===== config.mk =====
export PLATFORM = sky130hd
export DESIGN_NAME = mem_fault_trap_ctrl_flat
export DESIGN_NICKNAME = d
export VERILOG_FILES = /design/src/rtl/mem_fault_trap_ctrl_pkg.sv /design/src/rtl/mem_fault_trap_ctrl_if.sv /design/src/rtl/mem_fault_trap_ctrl_sat_counter.sv /design/src/rtl/mem_fault_trap_ctrl.sv /design/src/flat_wrapper.sv
export SDC_FILE = /design/constraint.sdc
export NUM_CORES = 1
export LEC_CHECK = 0
export CAP_MARGIN = 20
export CORE_MARGIN = 2
export CORE_UTILIZATION = 45
export DETAILED_ROUTE_END_ITERATION = 10
export PLACE_DENSITY = 0.82
export SYNTH_ARGS = -nofsm -noshare
export SYNTH_HDL_FRONTEND = slang
export SYNTH_SLANG_ARGS = --single-unit
export TNS_END_PERCENT = 20

===== constraint.sdc =====
create_clock -name clk -period 4.8 [get_ports clk]
set_input_delay 0.48 -clock clk [delete_from_list [all_inputs] [get_ports clk]]
set_output_delay 0.48 -clock clk [all_outputs]
set_load 0.02 [all_outputs]

===== src/rtl/mem_fault_trap_ctrl_pkg.sv =====
// Shared definitions for the memory-fault trap controller and the memory checker.
// Holds the privilege mode encodings, the trap cause bits, the reserved-area
// boundary and the trap sequencer state type.
package mem_fault_trap_ctrl_pkg;

    localparam logic [1:0]  MODE_KERNEL  = 2'b00;
    localparam logic [1:0]  MODE_USER    = 2'b01;

    localparam logic [1:0]  CAUSE_PC     = 2'b01;
    localparam logic [1:0]  CAUSE_MEM    = 2'b10;

    // Lowest address user code may touch; shared with the memory checker.
    localparam logic [15:0] RESERVE_AREA = 16'h0100;

    typedef enum logic [1:0] {
        ST_RUN,
        ST_FLUSH,
        ST_SAVE,
        ST_VECTOR
    } trap_state_t;

    // Both flags may fire together, so the cause is the OR of the single-fault codes.
    function automatic logic [1:0] fault_cause(input logic pc_flag, input logic mem_flag);
        return (pc_flag ? CAUSE_PC : 2'b00) | (mem_flag ? CAUSE_MEM : 2'b00);
    endfunction

endpackage


===== src/rtl/mem_fault_trap_ctrl_if.sv =====
// Bus between the trap controller and the checker / pipeline.
//   Illegal_PC, Illegal_Memory, Fault_PC, Fault_Addr : fault report from the checker
//   Rti, Flush_Done                                  : pipeline status
//   Mode                                             : privilege mode (checker, decode)
//   Flush, Stall, Redirect, Redirect_PC              : pipeline control
//   EPC, Cause, Bad_Addr, Fault_Count                : trap state read by the handler
// modport master : the trap controller; modport slave : checker / pipeline side.
interface mem_fault_trap_ctrl_if #(
    parameter int CNT_W = 8
);
    logic             Illegal_PC;
    logic             Illegal_Memory;
    logic [15:0]      Fault_PC;
    logic [15:0]      Fault_Addr;
    logic             Rti;
    logic             Flush_Done;
    logic [1:0]       Mode;
    logic             Flush;
    logic             Stall;
    logic             Redirect;
    logic [15:0]      Redirect_PC;
    logic [15:0]      EPC;
    logic [1:0]       Cause;
    logic [15:0]      Bad_Addr;
    logic [CNT_W-1:0] Fault_Count;

    modport master (
        input  Illegal_PC, Illegal_Memory, Fault_PC, Fault_Addr, Rti, Flush_Done,
        output Mode, Flush, Stall, Redirect, Redirect_PC, EPC, Cause, Bad_Addr, Fault_Count
    );

    modport slave (
        output Illegal_PC, Illegal_Memory, Fault_PC, Fault_Addr, Rti, Flush_Done,
        input  Mode, Flush, Stall, Redirect, Redirect_PC, EPC, Cause, Bad_Addr, Fault_Count
    );

endinterface


===== src/rtl/mem_fault_trap_ctrl_sat_counter.sv =====
// Saturating up-counter with synchronous clear.
//   clk, rst_n : clock, asynchronous active-low reset
//   inc        : advance by one unless already all-ones
//   clear      : return to zero (wins over inc)
//   cnt        : current count
module sat_counter #(
    parameter int W = 8
) (
    input  logic         clk,
    input  logic         rst_n,
    input  logic         inc,
    input  logic         clear,
    output logic [W-1:0] cnt
);

    // NOTE: sequential state uses non-blocking assignments so every flop samples
    // pre-edge values, regardless of the order always_ff blocks are evaluated.
    always_ff @(posedge clk or negedge rst_n) begin
        if (!rst_n) begin
            cnt <= '0;
        end else if (clear) begin
            cnt <= '0;
        end else if (inc && (cnt != '1)) begin
            cnt <= cnt + 1'b1;
        end
    end

endmodule


===== src/rtl/mem_fault_trap_ctrl.sv =====
// Precise trap sequencer for user-mode memory/PC faults.
// A fault accepted in user mode flushes the pipeline, records EPC / Cause /
// Bad_Addr, drops to kernel mode and redirects fetch to TRAP_VECTOR. A
// return-from-trap in kernel mode redirects fetch to EPC and re-enters user mode.
//   clk, rst_n : clock, asynchronous active-low reset
//   bus        : master side of mem_fault_trap_ctrl_if (see interface header)
module mem_fault_trap_ctrl
    import mem_fault_trap_ctrl_pkg::*;
#(
    parameter logic [15:0] TRAP_VECTOR   = 16'h0010,
    parameter int          FLUSH_TIMEOUT = 8,
    parameter int          CNT_W         = 8
) (
    input  logic                 clk,
    input  logic                 rst_n,
    mem_fault_trap_ctrl_if.master bus
);

    localparam int            TO_W    = (FLUSH_TIMEOUT > 1) ? $clog2(FLUSH_TIMEOUT) : 1;
    localparam logic [TO_W-1:0] TO_LAST = TO_W'(FLUSH_TIMEOUT - 1);

    trap_state_t      state, state_next;
    logic [1:0]       mode;
    logic [15:0]      epc, bad_addr;
    logic [1:0]       cause;
    logic [TO_W-1:0]  flush_cycles;
    logic [CNT_W-1:0] fault_count;

    logic             fault_accept, rti_take;
    logic             flush, stall, redirect;
    logic [15:0]      redirect_pc;

    always_ff @(posedge clk or negedge rst_n) begin
        if (!rst_n) begin
            state <= ST_RUN;
        end else begin
            state <= state_next;
        end
    end

    // NOTE: every output and next-state term gets a default before the case so
    // no path leaves a variable unassigned, which would infer a latch.
    always_comb begin
        state_next   = state;
        flush        = 1'b0;
        stall        = 1'b0;
        redirect     = 1'b0;
        redirect_pc  = '0;
        fault_accept = 1'b0;
        rti_take     = 1'b0;
        case (state)
            ST_RUN: begin
                fault_accept = (bus.Illegal_PC || bus.Illegal_Memory) && (mode == MODE_USER);
                // Fault and Rti together is illegal; the fault takes priority.
                rti_take     = bus.Rti && (mode == MODE_KERNEL) && !fault_accept;
                if (fault_accept) begin
                    state_next = ST_FLUSH;
                end
                if (rti_take) begin
                    redirect    = 1'b1;
                    redirect_pc = epc;
                end
            end
            ST_FLUSH: begin
                flush = 1'b1;
                stall = 1'b1;
                if (bus.Flush_Done || (flush_cycles == TO_LAST)) begin
                    state_next = ST_SAVE;
                end
            end
            ST_SAVE: begin
                stall      = 1'b1;
                state_next = ST_VECTOR;
            end
            ST_VECTOR: begin
                redirect    = 1'b1;
                redirect_pc = TRAP_VECTOR;
                state_next  = ST_RUN;
            end
            default: state_next = ST_RUN;
        endcase
    end

    // NOTE: all architectural registers are reset because the handler and the
    // checker observe them directly; an X here would leak into mode checks.
    always_ff @(posedge clk or negedge rst_n) begin
        if (!rst_n) begin
            mode     <= MODE_KERNEL;
            epc      <= '0;
            cause    <= '0;
            bad_addr <= '0;
        end else begin
            if (state == ST_SAVE) begin
                mode <= MODE_KERNEL;
            end else if (rti_take) begin
                mode <= MODE_USER;
            end
            if (fault_accept) begin
                epc      <= bus.Fault_PC;
                cause    <= fault_cause(bus.Illegal_PC, bus.Illegal_Memory);
                bad_addr <= bus.Illegal_Memory ? bus.Fault_Addr : bus.Fault_PC;
            end
        end
    end

    // Counts cycles spent in FLUSH, starting from zero on entry.
    sat_counter #(.W(TO_W)) u_flush_timer (
        .clk   (clk),
        .rst_n (rst_n),
        .inc   (state == ST_FLUSH),
        .clear (state != ST_FLUSH),
        .cnt   (flush_cycles)
    );

    // One increment per completed trap, taken in SAVE.
    sat_counter #(.W(CNT_W)) u_fault_count (
        .clk   (clk),
        .rst_n (rst_n),
        .inc   (state == ST_SAVE),
        .clear (1'b0),
        .cnt   (fault_count)
    );

    assign bus.Mode        = mode;
    assign bus.Flush       = flush;
    assign bus.Stall       = stall;
    assign bus.Redirect    = redirect;
    assign bus.Redirect_PC = redirect_pc;
    assign bus.EPC         = epc;
    assign bus.Cause       = cause;
    assign bus.Bad_Addr    = bad_addr;
    assign bus.Fault_Count = fault_count;

endmodule


===== src/flat_wrapper.sv =====
// flat-port wrapper written by rule: the top's interface ports become plain ports
module mem_fault_trap_ctrl_flat import mem_fault_trap_ctrl_pkg::*;
#(
    parameter logic [15:0] TRAP_VECTOR   = 16'h0010,
    parameter int          FLUSH_TIMEOUT = 8,
    parameter int          CNT_W         = 8
)
  (clk, rst_n, bus_Illegal_PC, bus_Illegal_Memory, bus_Fault_PC, bus_Fault_Addr, bus_Rti, bus_Flush_Done, bus_Mode, bus_Flush, bus_Stall, bus_Redirect, bus_Redirect_PC, bus_EPC, bus_Cause, bus_Bad_Addr, bus_Fault_Count);
  mem_fault_trap_ctrl_if #(.CNT_W(CNT_W)) bus_i ();
  input  logic clk;
  input  logic rst_n;
  input wire logic [$bits(bus_i.Illegal_PC)-1:0] bus_Illegal_PC;
  input wire logic [$bits(bus_i.Illegal_Memory)-1:0] bus_Illegal_Memory;
  input wire logic [$bits(bus_i.Fault_PC)-1:0] bus_Fault_PC;
  input wire logic [$bits(bus_i.Fault_Addr)-1:0] bus_Fault_Addr;
  input wire logic [$bits(bus_i.Rti)-1:0] bus_Rti;
  input wire logic [$bits(bus_i.Flush_Done)-1:0] bus_Flush_Done;
  output wire logic [$bits(bus_i.Mode)-1:0] bus_Mode;
  output wire logic [$bits(bus_i.Flush)-1:0] bus_Flush;
  output wire logic [$bits(bus_i.Stall)-1:0] bus_Stall;
  output wire logic [$bits(bus_i.Redirect)-1:0] bus_Redirect;
  output wire logic [$bits(bus_i.Redirect_PC)-1:0] bus_Redirect_PC;
  output wire logic [$bits(bus_i.EPC)-1:0] bus_EPC;
  output wire logic [$bits(bus_i.Cause)-1:0] bus_Cause;
  output wire logic [$bits(bus_i.Bad_Addr)-1:0] bus_Bad_Addr;
  output wire logic [$bits(bus_i.Fault_Count)-1:0] bus_Fault_Count;
  assign bus_i.Illegal_PC = bus_Illegal_PC;
  assign bus_i.Illegal_Memory = bus_Illegal_Memory;
  assign bus_i.Fault_PC = bus_Fault_PC;
  assign bus_i.Fault_Addr = bus_Fault_Addr;
  assign bus_i.Rti = bus_Rti;
  assign bus_i.Flush_Done = bus_Flush_Done;
  assign bus_Mode = bus_i.Mode;
  assign bus_Flush = bus_i.Flush;
  assign bus_Stall = bus_i.Stall;
  assign bus_Redirect = bus_i.Redirect;
  assign bus_Redirect_PC = bus_i.Redirect_PC;
  assign bus_EPC = bus_i.EPC;
  assign bus_Cause = bus_i.Cause;
  assign bus_Bad_Addr = bus_i.Bad_Addr;
  assign bus_Fault_Count = bus_i.Fault_Count;
  mem_fault_trap_ctrl #(.TRAP_VECTOR(TRAP_VECTOR), .FLUSH_TIMEOUT(FLUSH_TIMEOUT), .CNT_W(CNT_W)) u_core (.clk(clk), .rst_n(rst_n), .bus(bus_i));
endmodule

==> run metrics, run 1 <==
hold-fix buffers at CTS 0; DR pass1 iterations 4; IO Pins around 100; initial antenna violation count 0; Worst-Margin Slew ~850 ps; die height around 76 um; Worst path slowest cell clkdlybuf4s50_1; CTS buffer count 5; Vias/cell 4.86; sequential share of the synthesized area slightly above 50%; Util after Layout about two thirds; nets@finish 344; Final Worst Setup Slack roughly 1900 ps; die width 76.1 um; Synth cell types 34; post-cts sizing count 0; status completed; hpwl dp roughly 4000 um; Warnings, synthesis 0; H-Tree Depth 2; drt total wl approximately 5300 um; clk_lat worst skew slightly below 300 ps; Inst Count DP 360; flop and latch count out of synthesis between 40 and 50; vias in the first global route 1755; Multi-input gate area 1060 um^2; Fin Clk Skew around 5.9 ps; post-CTS setup buffers 0; # clock sinks 48; CP cell instances inv_1, ha_1, and3b_1, and2b_4, and2_1, clkdlybuf4s50_1; final worst path period share approximately three fifths; clock tree buffer depth 2; register area 1200 um^2; Reg clk slew, reported paths ~90 ps; syn nets 244; TritonCTS clock tree yes; Post-Syn Instances between 150 and 200; Leak Pwr 0.00152 uW; Final Hold Viols 0; worst vdd ir 0.311 mV; Routed Antenna Nets 0; Syn Std Cell Area 2340 um^2; die area about 5800 um^2; Routability Congestion about 0.75; unrepaired setup endpoints after global routing no; Iteration-0 DRC Markers 87; crit-path max FO 14; synthesis-to-finish area growth 48.3%; Critical Path AT around 2500 ps; Max-slew headroom a little over two fifths; Setup Slack @ Placement around 2100 ps; Via Count 1794; Critical Path End Type output pin; I/O Buffers 99; power per cell area slightly below 600 nW/um^2; max-slew violations 0; Critical Path Start Type register; clock root buffer clkbuf_8; Setup Total Neg Slack 0 ps; first-pass GRT wire length about 8600 um; Initial Utilization between 40 and 50%; Avg Cell Area, Syn approximately 12 um^2; Ant. Diodes 0; Max Fclk 342 MHz; max incr delay on CP 610 ps; Req. time, crit path approximately 4300 ps; Worst Setup Path Type reg -> out; most frequent cells in the layout clkdlybuf4s50_1 (98), dfrtp_1 (48), mux2i_1 (19), nand2_1 (19), mux2_1 (18); share of layout cells above drive strength 1 7.36%; Avg WL per Cell roughly 14 um; final setup violation count 0; final non-filler cell total ~370; FP Rows 26; Tot GR Track Use between 10% and 20%; Core Region roughly 5100 um^2; Remaining DRCs 0; pin count of the biggest net entering global routing approximately 50; Final Instance Area between 3000 and 4000 um^2; Cell Area, Placed 3360 um^2; Min-Delay Path Class in -> async; Fillers about 420; GRT Residual Overflow 0; max cap viols 0; most common cell after layout, fill and taps aside clkdlybuf4s50_1; crit path time final a little under 3000 ps
## report_power, final
group	internal (uW)	switching (uW)
combinational	545	535
clock	115	127
sequential	582	138
## worst max-delay path: cells and delay by family, from the launching register on
kind,cells,cell delay [ps]
buf+inv,2,740
fa+ha+maj,1,290
flops,1,410
simple gates,3,720
## per-stage QoR
step,total power (uW),hold WS (ps)
after floorplan,1290,184
after detailed placement,1820,470
after global routing,2170,140
after global placement,1790,461
after CTS,2060,411
final,2040,121
## path summary, 6_finish.rpt
check | startpoint | slack [ps] | depth (start not counted) | end
hold / removal | rst_n | 120 | 1 | u_core.bus.EPC[8]$_DFFE_PN0P_
setup reg to reg | u_core.state[0]$_DFFE_PN0P_ | 2820 | 5 | u_core.bus.EPC[6]$_DFFE_PN0P_
setup / recovery | u_core.state[0]$_DFFE_PN0P_ | 1870 | 6 | bus_Redirect_PC[13]
max in group asynchronous | rst_n | 4170 | 2 | u_core.u_fault_count.cnt[7]$_DFFE_PN0P_
min in group clk | u_core.bus.Bad_Addr[1]$_DFFE_PN0P_ | 480 | 2 | u_core.bus.Bad_Addr[1]$_DFFE_PN0P_
hold reg to reg | u_core.bus.Bad_Addr[1]$_DFFE_PN0P_ | 480 | 2 | u_core.bus.Bad_Addr[1]$_DFFE_PN0P_
## state kept, by name, indices dropped and copies added (netlist names)
name and cells:
u_core.bus.Bad_Addr 16, u_core.bus.Cause 2, u_core.bus.EPC 16, u_core.bus.Mode 1
u_core.state 2, u_core.u_fault_count.cnt 8, u_core.u_flush_timer.cnt 3
## cells by family after synthesis
family / synth area share (%)
other cells: 0.160
flops: 51.3
mux: 18.4
buf+inv: 3.37
fa+ha+maj: 4.28
compound gates: 8.50
simple gates: 12.9
xor+xnor: 1.12
## layout make-up
type                            instances  share of cell area (%)
Multi-Input combinational cell        139                    30.6
Timing Repair Buffer                  102                    29.4
Tap cell                               70                    2.52
Sequential cell                        48                    34.6
Clock buffer                            6                    2.38
Clock inverter                          2                   0.288
Inverter                                2                   0.216
## cells in the mapped netlist, drive strengths merged
cell type / count / area share (%)
o21a: 2 / 0.64
a22oi: 1 / 0.53
o21ba: 1 / 0.43
nand2: 19 / 3.0
a31oi: 2 / 0.53
inv: 2 / 0.32
buf: 8 / 2.8
dfrtp: 48 / 51
o21ai: 19 / 4.2
and4: 2 / 0.86
and2: 17 / 4.5
mux2: 21 / 10
a21oi: 4 / 0.86
clkbuf: 1 / 0.21
ha: 8 / 4.3
and3b: 1 / 0.37
and2b: 1 / 0.43
nand4: 3 / 1.1
conb: 1 / 0.16
mux2i: 19 / 8.1
nand3: 3 / 0.64
o211ai: 1 / 0.91
a41oi: 1 / 0.37
nor2: 7 / 1.1
nor2b: 3 / 0.80
xnor2: 3 / 1.1
## routing by layer
layer  part of all wire [%]  vias up  track usage [%]
met5                      0        -                0
met4                   0.64        0             4.36
met3                    5.5        2             5.09
met2                     51       54             32.3
met1                     43      851             22.9
li1                       -      887                -
Note: power is estimated with default switching activity, not from simulation.
==> run 2, diff against run 1 <==
--- a/config.mk
+++ b/config.mk
@@ -7,9 +7,9 @@
 export LEC_CHECK = 0
 export CAP_MARGIN = 20
 export CORE_MARGIN = 2
-export CORE_UTILIZATION = 45
+export CORE_UTILIZATION = 42
 export DETAILED_ROUTE_END_ITERATION = 10
-export PLACE_DENSITY = 0.82
+export PLACE_DENSITY = 0.77
 export SYNTH_ARGS = -nofsm -noshare
 export SYNTH_HDL_FRONTEND = slang
 export SYNTH_SLANG_ARGS = --single-unit
==> constraint.sdc (replaced) <==
create_clock -name clk -period 2.91 [get_ports clk]
set_input_delay 0.291 -clock clk [delete_from_list [all_inputs] [get_ports clk]]
set_output_delay 0.291 -clock clk [all_outputs]
set_load 0.02 [all_outputs]
==> run metrics, run 2 (synthesis results as in run 1) <==
most frequent cells in the layout clkdlybuf4s50_1 (98), dfrtp_1 (48), mux2i_1 (19), nand2_1 (19), mux2_1 (18); Reg clk slew, reported paths about 90 ps; initial antenna violation count 0; Critical Path Start Type register; Routability Congestion 0.724; TritonCTS clock tree yes; DR pass1 iterations 4; Via Count 1798; Reg power frac 35.3%; Worst path slowest cell clkdlybuf4s50_1; crit path time final about 2700 ps; I/O Buffers 99; max-slew violations 0; final worst path period share 93.4%; Final Hold Viols 0; CP top delay family buffers and inverters; max incr delay on CP approximately 610 ps; clock tree buffer depth 2; Tot GR Track Use 17.5%; max cap viols 0; Fin Clk Skew just over 5 ps; internal power roughly 2000 uW; FP Rows 27; die area 6190 um^2; final setup violation count 0; # clock sinks 48; Avg WL per Cell ~14 um; WP buf/inv 2; FF-to-FF Start u_core.state[0]$_DFFE_PN0P_; crit path from u_core.state[0]$_DFFE_PN0P_; die height 78.7 um; Req. time, crit path 2620 ps; unrepaired setup endpoints after global routing no; Iteration-0 DRC Markers 55; Vias/cell slightly below 5; most common cell after layout, fill and taps aside clkdlybuf4s50_1; Core Region ~5400 um^2; die width 78.7 um; pin count of the biggest net entering global routing slightly above 50; Initial Utilization 43.0%; CTS buffer count 5; Routed Antenna Nets 0; clock root buffer clkbuf_8; Leak Pwr roughly 0.0015 uW; crit-path max FO 14; H-Tree Depth 2; nets@finish 345; Max Fclk about 370 MHz; Worst Setup Path Type reg -> out; share of layout cells above drive strength 1 7.02%; synthesis-to-finish area growth 48.8%; worst vdd ir about 0.52 mV; drt total wl 5270 um; status completed; vias in the first global route approximately 1700; hpwl dp slightly below 4000 um; IO Pins ~100; power per cell area approximately 960 nW/um^2; Critical Path End Type output pin; CP cell instances inv_1, ha_2, and3b_1, and2b_4, and2_1, clkdlybuf4s50_1; Ant. Diodes 0; clock share of power ~11%; Comb power frac 53.6%; switching power roughly 1300 uW; Min-Delay Path Class in -> async; overall power around 3300 uW; first-pass GRT wire length about 8400 um; clk_lat worst skew slightly below 300 ps; Setup Total Neg Slack 0 ps; post-CTS setup buffers 0; Sw Ratio roughly two fifths; GRT Residual Overflow 0; Critical Path AT 2430 ps; Remaining DRCs 0
run 2: changes by cell type in the layout (fill, tap and decap cells not counted):
cell           change
buf_12             +1
buf_4              -1
clkbuf_1           +1
clkbuf_8           -1
clkinv_2           -1
dlygate4sd3_1      +1
ha_1               -1
ha_2               +1
run 2: power groups by stage:
stage | combinational (uW) | clock [uW] | sequential [uW]
after floorplan | 644 | 0 | 1490
after global placement | 1780 | 0 | 1190
after detailed placement | 1810 | 0 | 1200
after CTS | 1810 | 381 | 1190
after global routing | 1940 | 403 | 1230
final | 1790 | 373 | 1180
run 2: worst register-to-register path: cells and delay by family, from the launching register on:
| family | cells | cell delay [ps] |
|---|---|---|
| buffers and inverters | 1 | 140 |
| and+or+nand+nor | 2 | 410 |
| muxes | 1 | 310 |
| DFF | 1 | 410 |
| adders and majority gates | 1 | 320 |
run 2: final timing paths:
kind                                                            to  slack [ps]  depth (start not counted)
min                                 u_core.bus.EPC[13]$_DFFE_PN0P_         470                          2
max                                            bus_Redirect_PC[15]         190                          6
max reg2reg                u_core.u_fault_count.cnt[7]$_DFFE_PN0P_        1210                          5
min in group clk               u_core.bus.Bad_Addr[15]$_DFFE_PN0P_         480                          2
max in group asynchronous  u_core.u_fault_count.cnt[7]$_DFFE_PN0P_        1940                          3
min reg2reg                    u_core.bus.Bad_Addr[15]$_DFFE_PN0P_         480                          2
run 2: metrics by stage:
step	hold WS (ps)	utilization [%]	instances	area, um^2	setup WS (ps)
finish	467	64.0	371	3480	193
global route	475	64.0	371	3480	40.9
CTS	224	63.4	369	3450	91.6
detailed placement	469	62.0	362	3370	434
global placement	460	62.0	362	3370	556
floorplan	-4.59	-	198	2340	1150
run 2: final cells by class:
type | instances | area (um^2)
Clock buffer | 6 | 72.6
Inverter | 2 | 7.51
Tap cell | 72 | 90.1
Multi-Input combinational cell | 139 | 1060
Timing Repair Buffer | 103 | 1040
Clock inverter | 1 | 5.00
Fill cell | 434 | 1960
Sequential cell | 48 | 1200
run 2: timing repair:
action,in CTS,in global routing
hold buffers,0,1
endpoints found under the hold margin,0,14
gates resized for setup,0,1
endpoints found under the setup margin,0,1
run 2: metal layers:
layer / global-route usage (%) / routed length (um) / vias up
met2: 29.7 / 2680 / 51
met3: 4.14 / 323 / 6
met5: 0 / 0 / -
li1: - / - / 890
met1: 21.9 / 2200 / 851
met4: 5.79 / 68 / 0
==> run 3, diff against run 2 <==
--- a/config.mk
+++ b/config.mk
@@ -9,6 +9,7 @@
 export CORE_MARGIN = 2
 export CORE_UTILIZATION = 42
 export DETAILED_ROUTE_END_ITERATION = 10
+export HOLD_SLACK_MARGIN = 0.03
 export PLACE_DENSITY = 0.77
 export SYNTH_ARGS = -nofsm -noshare
 export SYNTH_HDL_FRONTEND = slang
==> results of run 3 <==
The final DEF is identical to that of run 2; final timing and power are the same.
